**config.mk**
```make
export PLATFORM = sky130hd
export DESIGN_NAME = la_iovdda_seq
export DESIGN_NICKNAME = d
export VERILOG_FILES = /design/src/rtl/la_iovdda_seq.sv
export SDC_FILE = /design/constraint.sdc
export NUM_CORES = 1
export LEC_CHECK = 0
export ABC_AREA = 0
export CORE_MARGIN = 2
export CORE_UTILIZATION = 62
export CTS_CLUSTER_SIZE = 24
export DETAILED_ROUTE_END_ITERATION = 8
export PLACE_DENSITY_LB_ADDON = 0.3
export SYNTH_ARGS = -nofsm -noshare
export SYNTH_HDL_FRONTEND = slang
export SYNTH_SLANG_ARGS = --single-unit
```
**constraint.sdc**
```tcl
create_clock -name clk -period 3.41 [get_ports clk]
set_input_delay 0.682 -clock clk [delete_from_list [all_inputs] [get_ports clk]]
set_output_delay 0.682 -clock clk [all_outputs]
set_load 0.1 [all_outputs]
```
**src/rtl/la_iovdda_seq.sv**
```systemverilog
// Power-up/power-down sequencer for a chain of analog-supply IO ring segments.
// Segments are enabled 0..N-1 with power-good wait, settle and isolation release; down runs in reverse.
module la_iovdda_seq #(
  parameter int N       = 4,
  parameter int SETTLE  = 16,
  parameter int TIMEOUT = 1024,
  localparam int IW     = (N > 1) ? $clog2(N) : 1
) (
  input  logic          clk,
  input  logic          reset,
  input  logic          up_req,
  input  logic [N-1:0]  pg,
  input  logic          fault_clr,
  output logic [N-1:0]  seg_en,
  output logic [N-1:0]  iso,
  output logic          ready,
  output logic          busy,
  output logic          fault,
  output logic [IW-1:0] fault_seg
);

  typedef enum logic [2:0] {
    S_OFF, S_RAMP, S_SETTLE, S_ON, S_DOWN, S_FAULT
  } state_t;

  state_t        state, state_nxt;
  logic [IW-1:0] idx, idx_nxt, idx_inc, low_bad;
  logic [15:0]   cnt, cnt_nxt;
  logic [N-1:0]  seg_en_nxt, iso_nxt, pg_meta, pg_s;
  logic          ready_nxt, busy_nxt, fault_nxt;
  logic [IW-1:0] fault_seg_nxt;
  logic          settle_done, timed_out;

  assign idx_inc     = idx + IW'(1);
  assign settle_done = (cnt == 16'(SETTLE - 1));
  assign timed_out   = (cnt == 16'(TIMEOUT - 1));

  // Lowest segment whose synchronised power-good is missing.
  always_comb begin
    low_bad = '0;
    for (int k = N - 1; k >= 0; k--)
      if (!pg_s[k]) low_bad = IW'(k);
  end

  always_comb begin
    // NOTE: every next-state signal starts from its held value so no path infers a latch.
    state_nxt     = state;
    idx_nxt       = idx;
    cnt_nxt       = cnt;
    seg_en_nxt    = seg_en;
    iso_nxt       = iso;
    ready_nxt     = ready;
    fault_nxt     = fault;
    fault_seg_nxt = fault_seg;

    unique case (state)
      S_OFF: begin
        if (up_req) begin
          state_nxt     = S_RAMP;
          idx_nxt       = '0;
          cnt_nxt       = '0;
          seg_en_nxt[0] = 1'b1;
        end
      end
      S_RAMP: begin
        cnt_nxt = cnt + 16'd1;
        if (!pg_s[idx] && timed_out) begin
          state_nxt     = S_FAULT;
          seg_en_nxt    = '0;
          iso_nxt       = '1;
          ready_nxt     = 1'b0;
          fault_nxt     = 1'b1;
          fault_seg_nxt = idx;
        end else if (!up_req) begin
          state_nxt = S_DOWN;
          cnt_nxt   = '0;
          iso_nxt   = '1;
        end else if (pg_s[idx]) begin
          state_nxt = S_SETTLE;
          cnt_nxt   = '0;
        end
      end
      S_SETTLE: begin
        cnt_nxt = cnt + 16'd1;
        if (!pg_s[idx]) begin
          state_nxt     = S_FAULT;
          seg_en_nxt    = '0;
          iso_nxt       = '1;
          ready_nxt     = 1'b0;
          fault_nxt     = 1'b1;
          fault_seg_nxt = idx;
        end else if (!up_req) begin
          state_nxt = S_DOWN;
          cnt_nxt   = '0;
          iso_nxt   = '1;
        end else if (settle_done) begin
          iso_nxt[idx] = 1'b0;
          if (idx == IW'(N - 1)) begin
            state_nxt = S_ON;
            ready_nxt = 1'b1;
          end else begin
            state_nxt           = S_RAMP;
            idx_nxt             = idx_inc;
            cnt_nxt             = '0;
            seg_en_nxt[idx_inc] = 1'b1;
          end
        end
      end
      S_ON: begin
        if (!(&pg_s)) begin
          state_nxt     = S_FAULT;
          seg_en_nxt    = '0;
          iso_nxt       = '1;
          ready_nxt     = 1'b0;
          fault_nxt     = 1'b1;
          fault_seg_nxt = low_bad;
        end else if (!up_req) begin
          state_nxt = S_DOWN;
          idx_nxt   = IW'(N - 1);
          cnt_nxt   = '0;
          iso_nxt   = '1;
          ready_nxt = 1'b0;
        end
      end
      S_DOWN: begin
        // Isolation already went high on entry; supplies drop one segment per settle window.
        if (settle_done) begin
          seg_en_nxt[idx] = 1'b0;
          if (idx == '0) begin
            state_nxt = S_OFF;
          end else begin
            idx_nxt = idx - IW'(1);
            cnt_nxt = '0;
          end
        end else begin
          cnt_nxt = cnt + 16'd1;
        end
      end
      S_FAULT: begin
        if (fault_clr && !up_req) begin
          state_nxt = S_OFF;
          fault_nxt = 1'b0;
        end
      end
      default: state_nxt = S_OFF;
    endcase

    busy_nxt = (state_nxt == S_RAMP) || (state_nxt == S_SETTLE) || (state_nxt == S_DOWN);
  end

  // NOTE: sequential state uses non-blocking assignments so all flops update together.
  always_ff @(posedge clk or posedge reset) begin
    if (reset) begin
      state     <= S_OFF;
      idx       <= '0;
      cnt       <= '0;
      pg_meta   <= '0;
      pg_s      <= '0;
      seg_en    <= '0;
      iso       <= '1;
      ready     <= 1'b0;
      busy      <= 1'b0;
      fault     <= 1'b0;
      fault_seg <= '0;
    end else begin
      pg_meta   <= pg;
      pg_s      <= pg_meta;
      state     <= state_nxt;
      idx       <= idx_nxt;
      cnt       <= cnt_nxt;
      seg_en    <= seg_en_nxt;
      iso       <= iso_nxt;
      ready     <= ready_nxt;
      busy      <= busy_nxt;
      fault     <= fault_nxt;
      fault_seg <= fault_seg_nxt;
    end
  end

endmodule

```
==> summary by stage <==
Power and ir drop
Summed over all nets, the switching power comes to 0.619 mW. Cell internal power was estimated by the tool at slightly below 1 mW. The combinational cell fraction of total power is 0.367. The switching share of power is 0.389. The leakage power summed over all cells is approximately 1.3 nW. VDD sags by at most ~0.48 mV. Of the total power, registers draw 0.421. Power comes to about 1.6 mW.

The clock network power share is 0.212. In this run the power density over the cells is 569 nW/µm².

Detailed routing
For this block, the initial DRC count from the detailed router was ~230. In this run the remaining antenna-violating nets after routing total 0. The average wire per standard cell is about 17 µm.

The total routed wirelength is roughly 5700 µm. The detailed-route via count is about 2,200. The count of TritonRoute iterations in the first routing pass is 4.

For this run, design rule violations remaining after detail routing come to 0. After detailed routing, the number of vias per cell comes to between 6 and 7.

Global routing
The number of global-route vias before repair came to approximately 1,900. The first-pass GRT wire length is 9170 µm. In the global route stage, overall resource usage came out at 0.271. Entering global routing, the biggest net connects 43 pins. The initial antenna violation count came to 0. Global routing finished with a remaining overflow of 0.

Floorplanning
The core box area is 3940 µm². The floorplan step set the die height to just under 70 µm. After floorplanning, the core was divided into 23 placement rows.

The initial standard-cell utilization of the core is 0.638. The die footprint is between 4000 and 5000 µm². The die width is 67.7 µm. Pin placement for this block handled 21 I/O pins.

Critical path
Data on the critical path is required at its endpoint by approximately 3.6 ns. The top fanout value on the critical path is 21. The worst setup path is of the reg2reg kind. In this run the worst setup path terminates at cnt[9]. STA puts the critical path data arrival time at ~2.7 ns. STA classifies the critical path startpoint as a flop. The capturing point of the worst reg2reg path is cnt[9].

In this run the worst setup path begins at state[0]. The element type at the critical path end is a flop. In this run the critical register-to-register path is launched from state[0]. The setup check on the worst reg-to-reg path leaves a slack of 0.91 ns.

The worst-case reg-to-reg path depth is 6.

Yosys
The primary flip-flop cell chosen by synthesis mapping is sky130_fd_sc_hd__dfrtp_1. Averaged over all synthesized cells, the footprint is roughly 9 µm². The post-synthesis net count is 286. The biggest area consumer among synthesized cells is sky130_fd_sc_hd__dfrtp_1. For this run, the number of Yosys warnings is 0. For this run, the register share of the synthesized area comes to 0.420.

The share of flip-flops with an asynchronous set or reset is 1.00. The number of flops mapped to enable cells by yosys is 0. The number of different library cells in the post-synthesis netlist is 63.

Synthesis produced a netlist whose cell count is around 270. In this run the cell area of the synthesized design comes to ~2500 µm². Yosys attributes the largest share of cell area to sky130_fd_sc_hd__dfrtp_1 38%, sky130_fd_sc_hd__nand2_1 4.3%, sky130_fd_sc_hd__dfstp_2 4.2%, sky130_fd_sc_hd__o21ai_0 3.8%, sky130_fd_sc_hd__a22o_1 3.1%.

The synthesis-stage register bit count is 42. The share of the synthesized area in the top cell type is 0.378.

Clock tree
TritonCTS built the clock tree. The clock insertion delay at the later pin of the skew report is approximately 0.30 ns. In this run, post-CTS repair resized a total of 0 instances. The count of buffers added by post-CTS timing repair for setup is 0. The number of hold buffers added after CTS was 0. The number of buffers between clock root and the deepest sink is 2. After clock tree synthesis, the clock-pin slew on the worst setup and hold paths is ~0.08 ns.

The total clock buffers created by CTS is 5. The number of sinks handled by clock tree synthesis is 42. The count of H-tree levels built during CTS is 2. The cell sitting at the root of the clock tree is a sky130_fd_sc_hd__clkbuf_8.

Flow run
The count of max-cap constraint violations is 0.

Layout
Fill cells in the final layout number slightly above 300. The signed area change from the synthesized netlist to the final layout is 11.4%. The net count reported at finish is slightly above 300. The ratio of cells with drive above 1 in the final layout is 0.138. The library cells used most frequently in the layout, excluding fill and tap cells, are 38 x sky130_fd_sc_hd__dfrtp_1, 29 x sky130_fd_sc_hd__nand2_1, 19 x sky130_fd_sc_hd__o21ai_0, 18 x sky130_fd_sc_hd__nor2_1, 14 x sky130_fd_sc_hd__clkdlybuf4s50_1. The number of antenna diodes is 0.

The most common cell after layout, fill and taps aside is sky130_fd_sc_hd__dfrtp_1.

STA
The time the final worst path needs with I/O delays and setup is approximately 2.5 ns. In this run the tightest slew margin relative to its limit is 0.356. The transition time of the tightest slew-check pin is approximately 0.96 ns. The achievable frequency is 400 MHz.

The number of hold violations in the final report is 0. Dividing the final minimum period by the clock period gives 0.733. Clock skew on the completed layout was measured at slightly below 0.009 ns.

The final max-slew violation count is 0. The final number of setup-violating endpoints is 0. In the final timing run, aggregate negative setup slack is 0 ns. Hold is met by around 0.36 ns. Setup repair after global routing left no endpoint under its margin.

Worst hold path
The worst min-delay path class is reg2reg.

Placed design
The final RePlAce weighted congestion is between 0.9 and 1. The port buffer count is 20. The HPWL after detailed placement is just over 4000 µm.

Status
The run finished with clean final reports.
kinds of logic (layout without fill, tap and decap cells):
group	count (synthesis)	in the layout	synth area share
AOI/OAI and AO/OA	82	82	0.227
xor gates and xnor gates	1	1	0.00348
adders and majority gates	6	6	0.0299
buffers and inverters	24	42	0.0448
DFF	42	42	0.420
muxes	5	5	0.0264
and+or+nand+nor	112	112	0.248
layer usage:
| layer | track usage | wire length, µm | up-vias |
|---|---|---|---|
| li1 | - | - | 1032 |
| met1 | 0.373 | 2610 | 1039 |
| met2 | 0.425 | 2670 | 69 |
| met3 | 0.0483 | 249 | 14 |
| met4 | 0.102 | 138 | 0 |
| met5 | 0 | 0 | - |
state kept, by name, summed over array words and instances, names as in the netlist:
name / count
fault: 1
iso: 4
state: 3
ready: 1
pg_meta: 4
idx: 2
pg_s: 4
busy: 1
seg_en: 4
cnt: 16
fault_seg: 2
through the flow:
step / utilization / cell area (µm²) / cells / worst slack, ns
after CTS: 0.710 / 2800 / 340 / 0.905
after detailed placement: 0.687 / 2710 / 332 / 0.616
final: 0.710 / 2800 / 340 / 0.910
after floorplan: - / 2510 / 272 / 1.34
after global placement: 0.687 / 2710 / 332 / 0.677
after global routing: 0.710 / 2800 / 340 / 0.735
power by group through the flow:
stage	registers (mW)	logic, mW	clock network (mW)
after CTS	0.668	0.583	0.343
final	0.670	0.585	0.338
after global placement	0.672	0.569	0
after floorplan	0.663	0.482	0
after detailed placement	0.677	0.579	0
after global routing	0.684	0.653	0.360
how the worst min path moves through the flow:
stage,endpoint,slack [ns],cells after the start,startpoint
6_report,pg_s[1],0.36,0,pg_meta[1]
3_5_place_dp,pg_s[2],0.34,0,pg_meta[2]
4_1_cts,pg_s[2],0.36,0,pg_meta[2]
2_1_floorplan,pg_s[0],0.33,0,pg_meta[0]
5_1_grt,pg_s[0],0.36,0,pg_meta[0]
3_3_place_gp,pg_s[2],0.33,0,pg_meta[2]
critical path: stages, from the launching register on:
cell and delay [ns]:
sky130_fd_sc_hd__dfrtp_1 0.62, sky130_fd_sc_hd__nor2_1 0.47, sky130_fd_sc_hd__nor2b_1 0.10, sky130_fd_sc_hd__a311o_1 0.34, sky130_fd_sc_hd__a21oi_2 0.47, sky130_fd_sc_hd__o21ai_0 0.19
sky130_fd_sc_hd__a22o_1 0.22
layout make-up:
cell class / count / area [µm²] / share of cell area
Sequential cell: 42 / 1060 / 0.377
Inverter: 12 / 45.0 / 0.0161
Multi-Input combinational cell: 206 / 1350 / 0.480
Clock buffer: 7 / 86.3 / 0.0308
Timing Repair Buffer: 22 / 200 / 0.0715
Clock inverter: 1 / 5.00 / 0.00179
Tap cell: 50 / 62.6 / 0.0223
synthesized netlist by cell type, types with 4 or more instances:
cell type                  instances
sky130_fd_sc_hd__dfstp_2           4
sky130_fd_sc_hd__nand4_1           4
sky130_fd_sc_hd__a21oi_1          12
sky130_fd_sc_hd__and2_1            5
sky130_fd_sc_hd__a31oi_1           7
sky130_fd_sc_hd__nand3_1           7
sky130_fd_sc_hd__o21ai_1           4
sky130_fd_sc_hd__and3_1            4
sky130_fd_sc_hd__nor4_1            6
sky130_fd_sc_hd__nor2_1           18
sky130_fd_sc_hd__nand2_1          29
sky130_fd_sc_hd__buf_2             4
sky130_fd_sc_hd__clkbuf_1          4
sky130_fd_sc_hd__or3_1             4
sky130_fd_sc_hd__nand2b_1          7
sky130_fd_sc_hd__a22o_1            9
sky130_fd_sc_hd__inv_1            11
sky130_fd_sc_hd__nor3_1            9
sky130_fd_sc_hd__ha_1              6
sky130_fd_sc_hd__dfrtp_1          38
sky130_fd_sc_hd__a21o_1           10
sky130_fd_sc_hd__o21ai_0          19
Power figures use the tool's default switching activity.
